File: config.mk
export PLATFORM = sky130hd
export DESIGN_NAME = uart_dma_sequencer_flat
export DESIGN_NICKNAME = d
export VERILOG_FILES = /design/src/rtl/uart_dma_pkg.sv /design/src/rtl/uart_dma_sequencer_if.sv /design/src/rtl/uart_word_assembler.sv /design/src/rtl/uart_dma_sequencer.sv /design/src/flat_wrapper.sv
export SDC_FILE = /design/constraint.sdc
export NUM_CORES = 1
export LEC_CHECK = 0
export ABC_AREA = 1
export BUFFER_PORTS_ARGS = -buffer_cell sky130_fd_sc_hd__clkbuf_2
export CAP_MARGIN = 15
export CORE_MARGIN = 4
export CORE_UTILIZATION = 56
export DETAILED_ROUTE_END_ITERATION = 10
export PLACE_DENSITY_LB_ADDON = 0.2
export SETUP_SLACK_MARGIN = 0.1
export SLEW_MARGIN = 40
export SYNTH_ARGS = -nofsm -noshare
export SYNTH_HDL_FRONTEND = slang
export SYNTH_SLANG_ARGS = --single-unit
export TNS_END_PERCENT = 20
File: constraint.sdc
create_clock -name clock -period 4.8 [get_ports clock]
set_input_delay 0 -clock clock [delete_from_list [all_inputs] [get_ports clock]]
set_output_delay 0 -clock clock [all_outputs]
set_load 0.05 [all_outputs]
File: src/rtl/uart_dma_pkg.sv
// uart_dma_pkg: shared types and constants for the UART boot/run DMA sequencer.
// Contents: sequencer state enum, default acknowledge byte, assembled word width.
package uart_dma_pkg;

    localparam int unsigned WORD_W = 32;
    localparam logic [7:0] DEFAULT_ACK_BYTE = 8'hAA;

    typedef enum logic [1:0] {
        LEN,
        LOAD,
        ACK,
        RUN
    } dma_state_t;

endpackage

File: src/rtl/uart_dma_sequencer_if.sv
// uart_dma_sequencer_if: UART receive, memory-hub word delivery and UART transmit
// signals of the sequencer.
// master: the sequencer (drives ready pulses, data, program_loaded, tx_start, sdata).
// slave : the surroundings (drive rx_ready/rdata, hub transmit request, tx_busy).
interface uart_dma_sequencer_if;
    import uart_dma_pkg::*;

    logic              rx_ready;
    logic [7:0]        rdata;
    logic              instr_ready;
    logic              mem_ready;
    logic [WORD_W-1:0] data;
    logic              program_loaded;
    logic              hub_tx_start;
    logic [7:0]        hub_sdata;
    logic              tx_busy;
    logic              tx_start;
    logic [7:0]        sdata;

    modport master (
        input  rx_ready, rdata, hub_tx_start, hub_sdata, tx_busy,
        output instr_ready, mem_ready, data, program_loaded, tx_start, sdata
    );

    modport slave (
        output rx_ready, rdata, hub_tx_start, hub_sdata, tx_busy,
        input  instr_ready, mem_ready, data, program_loaded, tx_start, sdata
    );
endinterface

File: src/rtl/uart_word_assembler.sv
// uart_word_assembler: packs received bytes into 32-bit little-endian words.
// Ports: clock, reset (async, active-high), rx_ready/rdata (byte strobe and byte),
//        word_valid (combinational, high with the 4th byte), word (completed word).
// Optional feature: define UART_DMA_TIMEOUT_EN to discard a partial word after
// TIMEOUT_CYCLES idle cycles between its bytes.
module uart_word_assembler
    import uart_dma_pkg::*;
#(
    parameter int unsigned TIMEOUT_CYCLES = 100000
) (
    input  logic              clock,
    input  logic              reset,
    input  logic              rx_ready,
    input  logic [7:0]        rdata,
    output logic              word_valid,
    output logic [WORD_W-1:0] word
);

    logic [1:0]  idx_q;
    logic [23:0] shreg_q;
    logic        timeout;

    // The 4th byte is taken straight from rdata so the word is ready in its own cycle.
    assign word_valid = rx_ready && (idx_q == 2'd3);
    assign word       = {rdata, shreg_q};

    // Byte index and lower three bytes; the index wraps from 3 to 0 on its own.
    always_ff @(posedge clock or posedge reset) begin
        if (reset) begin
            idx_q   <= 2'd0;
            shreg_q <= 24'd0;
        end else if (rx_ready) begin
            idx_q <= idx_q + 2'd1;
            case (idx_q)
                2'd0:    shreg_q[7:0]   <= rdata;
                2'd1:    shreg_q[15:8]  <= rdata;
                2'd2:    shreg_q[23:16] <= rdata;
                default: ;
            endcase
        end else if (timeout) begin
            idx_q <= 2'd0;
        end
    end

`ifdef UART_DMA_TIMEOUT_EN
    logic [31:0] gap_q;

    assign timeout = (gap_q == TIMEOUT_CYCLES);

    // Idle-gap counter, only running while a word is partially assembled.
    always_ff @(posedge clock or posedge reset) begin
        if (reset) begin
            gap_q <= 32'd0;
        end else if (rx_ready || (idx_q == 2'd0) || timeout) begin
            gap_q <= 32'd0;
        end else begin
            gap_q <= gap_q + 32'd1;
        end
    end
`else
    logic unused_timeout_cfg;

    assign timeout = 1'b0;
    // Keeps the timeout parameter referenced when the gap counter is compiled out.
    assign unused_timeout_cfg = ^32'(TIMEOUT_CYCLES);
`endif

endmodule

File: src/rtl/uart_dma_sequencer.sv
// uart_dma_sequencer: boot loader and run-time word forwarder between the UART and
// the memory hub. Loads a length-prefixed program (instr_ready), sends ACK_BYTE,
// then forwards every further word (mem_ready) and hands the transmitter to the hub.
// Ports: clock, reset (async, active-high), bus (uart_dma_sequencer_if.master).
// Optional feature: UART_DMA_TIMEOUT_EN enables the partial-word timeout in the assembler.
module uart_dma_sequencer
    import uart_dma_pkg::*;
#(
    parameter int unsigned CODE_WORDS     = 256,
    parameter logic [7:0]  ACK_BYTE       = DEFAULT_ACK_BYTE,
    parameter int unsigned TIMEOUT_CYCLES = 100000
) (
    input logic                  clock,
    input logic                  reset,
    uart_dma_sequencer_if.master bus
);

    dma_state_t        state_q, state_d;
    logic [31:0]       remaining_q, remaining_d;
    logic [31:0]       waddr_q, waddr_d;
    logic              instr_ready_q, instr_ready_d;
    logic              mem_ready_q, mem_ready_d;
    logic [WORD_W-1:0] data_q, data_d;
    logic              program_loaded_q, program_loaded_d;
    logic              tx_start_q, tx_start_d;
    logic [7:0]        sdata_q, sdata_d;

    logic              word_valid;
    logic [WORD_W-1:0] word;

    uart_word_assembler #(
        .TIMEOUT_CYCLES(TIMEOUT_CYCLES)
    ) u_asm (
        .clock      (clock),
        .reset      (reset),
        .rx_ready   (bus.rx_ready),
        .rdata      (bus.rdata),
        .word_valid (word_valid),
        .word       (word)
    );

    // State, counters and registered outputs.
    always_ff @(posedge clock or posedge reset) begin
        if (reset) begin
            state_q          <= LEN;
            remaining_q      <= 32'd0;
            waddr_q          <= 32'd0;
            instr_ready_q    <= 1'b0;
            mem_ready_q      <= 1'b0;
            data_q           <= '0;
            program_loaded_q <= 1'b0;
            tx_start_q       <= 1'b0;
            sdata_q          <= 8'd0;
        end else begin
            state_q          <= state_d;
            remaining_q      <= remaining_d;
            waddr_q          <= waddr_d;
            instr_ready_q    <= instr_ready_d;
            mem_ready_q      <= mem_ready_d;
            data_q           <= data_d;
            program_loaded_q <= program_loaded_d;
            tx_start_q       <= tx_start_d;
            sdata_q          <= sdata_d;
        end
    end

    // Next state and next register values.
    always_comb begin
        state_d          = state_q;
        remaining_d      = remaining_q;
        waddr_d          = waddr_q;
        instr_ready_d    = 1'b0;
        mem_ready_d      = 1'b0;
        data_d           = data_q;
        program_loaded_d = program_loaded_q;
        tx_start_d       = 1'b0;
        sdata_d          = sdata_q;

        // The length word is never presented on data.
        if (word_valid && (state_q != LEN)) begin
            data_d = word;
        end

        case (state_q)
            LEN: begin
                if (word_valid) begin
                    if (word == '0) begin
                        state_d = ACK;
                    end else begin
                        state_d     = LOAD;
                        remaining_d = word;
                        waddr_d     = 32'd0;
                    end
                end
            end
            LOAD: begin
                if (word_valid) begin
                    // Words past the code segment are counted but not written.
                    instr_ready_d = (waddr_q < CODE_WORDS);
                    waddr_d       = waddr_q + 32'd1;
                    remaining_d   = remaining_q - 32'd1;
                    if (remaining_q == 32'd1) begin
                        state_d = ACK;
                    end
                end
            end
            ACK: begin
                mem_ready_d = word_valid;
                // Stay one extra cycle so the registered ACK pulse is not masked by the hub mux.
                if (tx_start_q) begin
                    state_d = RUN;
                end else if (!bus.tx_busy) begin
                    tx_start_d       = 1'b1;
                    sdata_d          = ACK_BYTE;
                    program_loaded_d = 1'b1;
                end
            end
            RUN: begin
                mem_ready_d = word_valid;
            end
            default: begin
                state_d = LEN;
            end
        endcase
    end

    assign bus.instr_ready    = instr_ready_q;
    assign bus.mem_ready      = mem_ready_q;
    assign bus.data           = data_q;
    assign bus.program_loaded = program_loaded_q;
    // Transmitter belongs to the hub once the boot handshake is finished.
    assign bus.tx_start       = (state_q == RUN) ? bus.hub_tx_start : tx_start_q;
    assign bus.sdata          = (state_q == RUN) ? bus.hub_sdata    : sdata_q;

endmodule

File: src/flat_wrapper.sv
// flat-port wrapper written by rule: the top's interface ports become plain ports
module uart_dma_sequencer_flat import uart_dma_pkg::*;
#(
    parameter int unsigned CODE_WORDS     = 256,
    parameter logic [7:0]  ACK_BYTE       = DEFAULT_ACK_BYTE,
    parameter int unsigned TIMEOUT_CYCLES = 100000
)
  (clock, reset, bus_rx_ready, bus_rdata, bus_hub_tx_start, bus_hub_sdata, bus_tx_busy, bus_instr_ready, bus_mem_ready, bus_data, bus_program_loaded, bus_tx_start, bus_sdata);
  uart_dma_sequencer_if bus_i ();
  input logic clock;
  input logic reset;
  input wire logic [$bits(bus_i.rx_ready)-1:0] bus_rx_ready;
  input wire logic [$bits(bus_i.rdata)-1:0] bus_rdata;
  input wire logic [$bits(bus_i.hub_tx_start)-1:0] bus_hub_tx_start;
  input wire logic [$bits(bus_i.hub_sdata)-1:0] bus_hub_sdata;
  input wire logic [$bits(bus_i.tx_busy)-1:0] bus_tx_busy;
  output wire logic [$bits(bus_i.instr_ready)-1:0] bus_instr_ready;
  output wire logic [$bits(bus_i.mem_ready)-1:0] bus_mem_ready;
  output wire logic [$bits(bus_i.data)-1:0] bus_data;
  output wire logic [$bits(bus_i.program_loaded)-1:0] bus_program_loaded;
  output wire logic [$bits(bus_i.tx_start)-1:0] bus_tx_start;
  output wire logic [$bits(bus_i.sdata)-1:0] bus_sdata;
  assign bus_i.rx_ready = bus_rx_ready;
  assign bus_i.rdata = bus_rdata;
  assign bus_i.hub_tx_start = bus_hub_tx_start;
  assign bus_i.hub_sdata = bus_hub_sdata;
  assign bus_i.tx_busy = bus_tx_busy;
  assign bus_instr_ready = bus_i.instr_ready;
  assign bus_mem_ready = bus_i.mem_ready;
  assign bus_data = bus_i.data;
  assign bus_program_loaded = bus_i.program_loaded;
  assign bus_tx_start = bus_i.tx_start;
  assign bus_sdata = bus_i.sdata;
  uart_dma_sequencer #(.CODE_WORDS(CODE_WORDS), .ACK_BYTE(ACK_BYTE), .TIMEOUT_CYCLES(TIMEOUT_CYCLES)) u_core (.clock(clock), .reset(reset), .bus(bus_i));
endmodule
==> metrics.cfg, run 1 <==
[clock_tree]
clk_pin_slew_ns=0.06
cts_resized=0
cts_root_buf=clkbuf_16
htree_num_levels=4
post-cts-setup-buffers=0
clock_latency_ns=0.43
cts.sinks=128
cts_tree=yes
cts_buffers=17
clockBufferDepth=2

[synthesis]
syn-num-nets=1146
ys_warn_count=0
async_flop_share_pct=100
yosysTopAreaCell=dfrtp_1
syn_area_per_cell_um2=6.74
ys_top_cells_by_area=dfrtp_1 (43%), nand2_1 (19%), nor2_1 (8.2%)
synth_seq_cells=128
synth_edf_count=0
ys_seq_area_share_pct=42.7
synthesis.area_um2=7510
synth_cell_types=28
netlist.area_leader.share_pct=42.7
synth_flop_cell=dfrtp_1
synth_cells=1114

[power]
p_per_area_nw_per_um2=691
ir_worst_vdd_uv=486
switching_power_mw=2.88
p_total_mw=5.93
power.internal_mw=3.05
power_frac_clock_pct=21.2
pwr-share-seq_pct=33.9
p_comb_share_pct=44.9
leakage_nw=4.17
switching_share_pct=48.6

[sta]
fin_skew_ns=0.00890
fmax_ghz=0.374
setup_tns_ns=0
hold_ws_ns=0.0214
fin_crit_sh_pct=55.7
timing.slew.headroom_pct=46.8
slew_violations=0
finalHoldViolations=0
worst_slew_pin_slew_ns=0.798
finalCriticalPeriod_ns=2.67
rsz0062_at_grt=no
setup_viol=0

[placement]
placed_area_um2=7910
place_congestion=1.01
dp_hpwl_mm=13.9
place_inst=1323
numPortBuffers=64

[critical_path]
crit_chain=inv_1, ha_1, inv_1, buf_4, a21oi_1, a22oi_1, nand2_1, o21ai_1
cp.required_ns=5.10
crit_path_frequent_cell=inv_1
cp.arrival_ns=2.98
cp_slowest_stage_delay_ns=0.69
path_delay_family=buffers and inverters
end_kind=flop
crit_slowest_cell=ha_1
worstSetupPathType=flop to flop
startpoint_type=flop
cp_num_buf_inv=3
cp_max_fo=40

[global_route]
grt_pass1_wl_mm=32.4
busiest_layer=met1
grt_util_met3_pct=5.09
grt.total_usage_pct=27.3
grt_use_met1_pct=40.5
grt_util_met2_pct=39.8
grt_max_degree=73
grt_pass1_vias=6480
antenna_found_initial=0
grt_overflow_total=0

[detailed_routing]
drtIter0Drc=692
wl_per_cell_um=14.4
drc=0
drt.antenna.violating_nets=0
dr.pass1.iters=6
vias=7260
finalWirelength_mm=19.6
avgViaCountPerCell=5.32

[die]
pin_count=65
dieArea_um2=15300
core_um2=13200
die_x_um=124
num_rows=42
die_h_um=124
start_util_pct=56.9

[cells_and_area]
diodes=0
fin_cells=1364
nets=1208
area_growth_pct=14.3
drive_gt1_share_pct=10.0
final_area_um2=8580

[job]
cap_violations=0

[worst_hold_path]
min-delay-path-class=input pin to flop

[outcome]
status=completed

## cells in the mapped netlist, types with 4 or more instances
master	number
nand2_1	377
nor2_1	164
dfrtp_1	128
inv_1	115
nand3_1	113
o21ai_0	77
o21ai_1	29
clkbuf_1	27
ha_1	11
xor2_1	10
nand4_1	7
nor3_1	7
a21oi_1	6
buf_6	6
buf_2	5
inv_2	5
nor4_1	5
nor2_2	4
o21ai_2	4
## registers in the layout (all words and copies together) (netlist names)
name,flops
u_core.bus.mem_ready,1
u_core.u_asm.idx_q,2
u_core.state_q,2
u_core.waddr_q,32
u_core.u_asm.shreg_q,24
u_core.bus.instr_ready,1
u_core.tx_start_q,1
u_core.remaining_q,32
u_core.bus.data,32
u_core.bus.program_loaded,1
## per-stage QoR
stage / util (%) / setup slack, ns
finish: 65.1 / 2.13
floorplan: - / 1.39
global placement: 60.0 / 2.25
CTS: 65.0 / 2.16
detailed placement: 60.0 / 2.19
global route: 65.1 / 1.90
## timing repair
item                                   in CTS  in global routing
hold buffers                               10                  0
setup endpoints to repair                   0                  0
endpoints found under the hold margin     105                  0
## worst paths after layout
check | start | end | slack (ns) | cells past startpoint
worst max-delay path | u_core.state_q[1]$_DFFE_PP0P_ | u_core.remaining_q[4]$_DFFE_PP0P_ | 2.13 | 8
worst min-delay path | bus_rdata[5] | u_core.u_asm.shreg_q[5]$_DFFE_PP0P_ | 0.02 | 3
worst max register to register | u_core.state_q[1]$_DFFE_PP0P_ | u_core.remaining_q[4]$_DFFE_PP0P_ | 2.13 | 8
worst min register to register | u_core.bus.data[17]$_DFFE_PP0P_ | u_core.bus.data[17]$_DFFE_PP0P_ | 0.48 | 2
max in group asynchronous | reset | u_core.remaining_q[29]$_DFFE_PP0P_ | 3.42 | 4
min in group asynchronous | reset | u_core.bus.data[8]$_DFFE_PP0P_ | 0.23 | 3
## layout make-up
cell class / instances / area, um2
sequential: 128 / 3200
inverter: 122 / 464
multi-input combinational: 826 / 3650
clock buffer: 19 / 433
tap: 176 / 220
timing repair buffer: 81 / 473
clock inverter: 12 / 136
fill: 1217 / 4610
## power by group through the flow
stage          Combinational (mW)  Clock (mW)  Sequential, mW
2_1_floorplan                1.63           0            2.33
3_3_place_gp                 2.58           0            2.00
3_5_place_dp                 2.63           0            2.00
4_1_cts                      2.66        1.27            1.99
5_1_grt                      2.98        1.32            2.08
6_report                     2.66        1.26            2.01
## worst reg2reg max path, stage by stage, from the launching register on
cell and delay (ns):
dfrtp_1 0.42, inv_1 0.12, ha_1 0.69, inv_1 0.50, buf_4 0.42, a21oi_1 0.19, a22oi_1 0.08, nand2_1 0.08
o21ai_1 0.06
## cell usage in the layout, fill, tap and decap left out, types with 5 or more instances in the layout
cell / instances
a21oi_1: 6
nand4_1: 7
buf_4: 7
nor4_1: 5
dfrtp_1: 128
o21ai_1: 29
nor3_1: 7
xor2_1: 10
o21ai_0: 77
ha_1: 11
inv_1: 114
nor2_1: 164
dlygate4sd3_1: 10
nand3_1: 113
clkbuf_16: 17
clkbuf_2: 64
nand2_1: 377
## routing by layer
metal,share of wire [%],vias to the layer above,wire [um]
met3,6.7,32,1310
met2,45,245,8730
met4,2.2,0,435
met1,47,3362,9130
li1,-,3621,-
met5,0,-,0
## kinds of logic (layout without fill, tap and decap cells)
family,Yosys count,count (layout),synth area share [%]
AND/OR/NAND/NOR,683,683,36.9
buffers and inverters,160,234,8.68
adder cells (fa/ha/maj),11,11,1.83
flip-flops,128,128,42.7
XOR/XNOR,13,13,1.52
AO/OA/AOI/OAI,119,119,8.38
Power figures use the tool's default switching activity.
==> run 2, diff against run 1 <==
- clock period: 4.8 -> 2.65 ns (I/O delays scaled with it)
==> run 2 against run 1 <==
  * Non-clock buffer count grew 2
  * Global-route usage grew 1.0 points
  * Cell area grew 1.1%
  * First-iteration DRC count grew 5.2%
  * Sequential cell count is the same
  * Sequential power grew 82%
  * Routed wire length grew 3.9%
  * Total power grew 86%
  * Via count grew 0.47%
  * Critical path type unchanged
  * Critical endpoint is now u_core.bus.data[3]$_DFFE_PP0P_
==> metrics.cfg, run 2 (synthesis gave the netlist of run 1 again) <==
[worst_hold_path]
min-delay-path-class=input pin to flop
min-delay-start=bus_rdata[1]

[die]
start_util_pct=56.9
die_x_um=124
pin_count=65
core_um2=13200
die_h_um=124
num_rows=42
dieArea_um2=15300

[power]
switching_share_pct=48.4
pwr-share-seq_pct=33.2
switching_power_mw=5.33
ir_worst_vdd_uv=1040
p_total_mw=11.0
power.internal_mw=5.68
p_comb_share_pct=44.2
power_frac_clock_pct=22.6
p_per_area_nw_per_um2=1270
leakage_nw=4.22

[job]
cap_violations=0

[critical_path]
crit_slowest_cell=clkinv_2
worstSetupStartpoint=u_core.state_q[0]$_DFFE_PP0P_
reg2reg_from=u_core.state_q[0]$_DFFE_PP0P_
startpoint_type=flop
cp_slowest_stage_delay_ns=0.57
end_kind=flop
worstSetupPathType=flop to flop
cp.required_ns=2.97
cp.arrival_ns=2.42
cp_max_fo=62
crit_chain=inv_1, ha_1, nor2_2, clkinv_2, o21ai_0

[placement]
dp_hpwl_mm=14.2
numPortBuffers=64
place_congestion=0.981
placed_area_um2=7950

[sta]
fin_skew_ns=0.00770
finalCriticalPeriod_ns=2.09
slew_violations=0
setup_tns_ns=0
rsz0062_at_grt=no
timing.slew.headroom_pct=54.1
fmax_ghz=0.477
hold_ws_ns=0.0111
fin_crit_sh_pct=79.0
worst_slew_pin_slew_ns=0.689
finalHoldViolations=0
setup_viol=0

[outcome]
status=completed

[cells_and_area]
diodes=0
multi_input_area_um2=3650
drive_gt1_share_pct=10.4
layout_common_cells=nand2_1 (377), nor2_1 (164), dfrtp_1 (128)
fillers=1181
regArea_um2=3200
area_growth_pct=15.5
layout_commonest_cell=nand2_1
utilization_pct=65.7
nets=1210
final_area_um2=8670

[clock_tree]
cts_buffers=17
clockBufferDepth=2
htree_num_levels=4
cts.sinks=128
clock_latency_ns=0.43
cts_resized=0
cts_tree=yes
cts_root_buf=clkbuf_16
clk_pin_slew_ns=0.06

[detailed_routing]
wl_per_cell_um=14.9
drc=0
vias=7294
drtIter0Drc=728
dr.pass1.iters=5
finalWirelength_mm=20.4
drt.antenna.violating_nets=0
avgViaCountPerCell=5.34

[global_route]
antenna_found_initial=0
grt_max_degree=69
grt_pass1_wl_mm=33.4
grt.total_usage_pct=28.3
grt_pass1_vias=6605
grt_overflow_total=0

==> run 2: final timing paths <==
kind	cells past startpoint	slack [ns]	to
max	5	0.56	u_core.bus.data[3]$_DFFE_PP0P_
min	3	0.01	u_core.u_asm.shreg_q[17]$_DFFE_PP0P_
max reg2reg	5	0.56	u_core.bus.data[3]$_DFFE_PP0P_
min reg2reg	2	0.48	u_core.bus.data[18]$_DFFE_PP0P_
max in group asynchronous	4	1.66	u_core.u_asm.shreg_q[13]$_DFFE_PP0P_
min in group asynchronous	3	0.11	u_core.bus.instr_ready$_DFF_PP0_
==> run 2: area by class of cell <==
cell class | instances | area share (%)
clock buffer | 17 | 4.91
clock inverter | 15 | 2.27
inverter | 122 | 5.34
multi-input combinational | 826 | 42.1
sequential | 128 | 36.9
tap | 176 | 2.54
timing repair buffer | 83 | 5.92
==> run 2: timing repair <==
item	CTS	global route
hold endpoints to repair	51	0
setup buffers	0	0
hold buffers	10	0
setup endpoints to repair	0	0
==> run 2: worst max-delay path, delay by kind of cell (launching register included) <==
kind | cells | cell delay (ns)
adder cells (fa/ha/maj) | 1 | 0.26
AO/OA/AOI/OAI | 1 | 0.41
buffers and inverters | 2 | 0.65
AND/OR/NAND/NOR | 1 | 0.22
flip-flops | 1 | 0.41
==> run 2: metal layers <==
layer  track usage (%)  wire length, um  vias to the layer above
li1                  -                -                     3630
met1              41.2             9240                     3351
met2              41.7             9020                      268
met3              5.95             1550                       45
met4              10.5              559                        0
met5                 0                0                        -
==> run 2: power groups by stage <==
stage | Combinational, mW | Sequential, mW | Clock [mW]
after floorplan | 2.95 | 4.22 | 0
after global placement | 4.70 | 3.61 | 0
after detailed placement | 4.80 | 3.63 | 0
after CTS | 4.85 | 3.63 | 2.51
after global routing | 5.44 | 3.77 | 2.61
final | 4.87 | 3.66 | 2.49
==> run 2: stage by stage <==
step           worst slack (ns)  instances
6_report                  0.555       1367
5_1_grt                   0.263       1367
4_1_cts                   0.611       1367
3_5_place_dp              0.729       1325
3_3_place_gp              0.743       1325
2_1_floorplan              1.05       1114
==> run 3, diff against run 2 <==
- clock period: 2.65 -> 2.08 ns (I/O delays scaled with it)
==> run 3 against run 2 <==
  * Die area stayed put
  * Clock-buffer cell count is 1 higher
  * Sequential power is 27% higher
  * Sequential cell count stayed put
  * Cell count is 0.15% higher
  * Via count is 1.0% lower
  * Core utilization hardly changed
  * Critical path type unchanged
  * Highest routed layer unchanged
==> metrics.cfg, run 3 (synthesis gave the netlist of run 1 again) <==
[outcome]
status=completed

[die]
core_um2=13200
pin_count=65
dieArea_um2=15300
die_h_um=124
num_rows=42
die_x_um=124
start_util_pct=56.9

[critical_path]
cp_max_fo=33
startpoint_type=flop
worstSetupPathType=flop to flop
reg2reg_from=u_core.u_asm.idx_q[0]$_DFFE_PP0P_
reg2regPathDepth=8
worstSetupStartpoint=u_core.u_asm.idx_q[0]$_DFFE_PP0P_
end_kind=flop
cp.required_ns=2.44
cp.arrival_ns=2.20

[sta]
fmax_ghz=0.542
rsz0062_at_grt=no
setup_viol=0
setup_tns_ns=0
finalHoldViolations=0
finalCriticalPeriod_ns=1.85
timing.slew.headroom_pct=52.2
fin_crit_sh_pct=88.8
fin_skew_ns=0.00879
slew_violations=0
worst_slew_pin_slew_ns=0.716

[cells_and_area]
fin_cells=1369
regArea_um2=3200
fillers=1163
diodes=0
area_growth_pct=15.5
layout_commonest_cell=nand2_1
layout_common_cells=nand2_1 (377), nor2_1 (162), dfrtp_1 (128)
multi_input_area_um2=3670
final_area_um2=8670
nets=1213
drive_gt1_share_pct=10.7

[global_route]
grt_pass1_wl_mm=32.4
grt_util_met3_pct=5.36
busiest_layer=met2
antenna_found_initial=0
grt_overflow_total=0
grt_util_met2_pct=41.7
grt_max_degree=129
grt_use_met1_pct=39.3
grt_pass1_vias=6530
grt.total_usage_pct=27.2

[clock_tree]
clk_pin_slew_ns=0.06
cts_root_buf=clkbuf_16
clockBufferDepth=2
cts.sinks=128
cts_buffers=17
htree_num_levels=4
post-cts-setup-buffers=0
clock_latency_ns=0.42
cts_tree=yes

[detailed_routing]
drtIter0Drc=601
vias=7221
avgViaCountPerCell=5.27
drt.antenna.violating_nets=0
wl_per_cell_um=14.4
drc=0
finalWirelength_mm=19.7
dr.pass1.iters=5

[placement]
place_inst=1328
placed_area_um2=8010
place_congestion=1.02
numPortBuffers=64
dp_hpwl_mm=14.1

[job]
cap_violations=0

[worst_hold_path]
min_path_cells=3
min-delay-start=bus_rdata[1]
min-delay-path-class=input pin to flop

[power]
p_total_mw=13.6
ir_worst_vdd_uv=1070
leakage_nw=4.19
p_per_area_nw_per_um2=1570

==> run 3: changes by cell type in the layout (fill, tap and decap cells not counted), moves of 2 or more <==
cell and delta:
inv_8 -2, bufinv_16 -3, clkinvlp_4 +3, nor2_1 -2, buf_12 +3, nor2_4 +2
==> run 3: report_power, final <==
group / switching (mW) / internal [mW]
Sequential: 1.06 / 3.56
Clock: 1.17 / 1.53
Combinational: 4.45 / 1.82
Total: 6.68 / 6.92
==> run 3: routing by layer <==
layer / share of wire, % / up-vias
met3: 6.0 / 26
li1: - / 3639
met4: 1.8 / 0
met5: 0 / -
met2: 45 / 209
met1: 48 / 3347
==> run 3: stage by stage <==
step,hold slack [ns],util (%),setup slack (ns)
3_3_place_gp,0.170,60.7,0.227
2_1_floorplan,0.0725,-,0.476
6_report,0.0361,65.7,0.233
4_1_cts,0.0132,65.5,0.178
3_5_place_dp,0.171,60.7,0.205
5_1_grt,0.0838,65.7,0.107
==> run 3: final timing paths <==
path	end	slack, ns
setup / recovery	u_core.waddr_q[4]$_DFFE_PP0P_	0.23
hold / removal	u_core.u_asm.shreg_q[17]$_DFFE_PP0P_	0.04
setup reg to reg	u_core.waddr_q[4]$_DFFE_PP0P_	0.23
hold reg to reg	u_core.bus.data[19]$_DFFE_PP0P_	0.48
max in group asynchronous	u_core.u_asm.shreg_q[20]$_DFFE_PP0P_	1.21
min in group asynchronous	u_core.remaining_q[5]$_DFFE_PP0P_	0.31
==> run 3: area by class of cell <==
cell class              count  share of cell area [%]
well taps                 176                    2.54
multi-input cells         826                    42.4
clock inverters            13                    1.23
inverters                 122                    5.35
repair buffers             86                    6.61
flip-flops and latches    128                    36.9
clock buffers              18                    4.95
==> run 3: timing repair <==
item | in CTS | in global routing
setup endpoints to repair | 0 | 52
hold endpoints to repair | 159 | 0
hold buffers | 10 | 0
resized for setup | 0 | 7
==> run 3: worst max-delay path, cell delays in order, from the launching register on <==
cell	delay (ns)
dfrtp_1	0.43
ha_1	0.23
nand2_2	0.17
clkinv_1	0.11
nand2_1	0.07
o21bai_4	0.13
buf_4	0.39
nand3_1	0.13
nand2_1	0.10
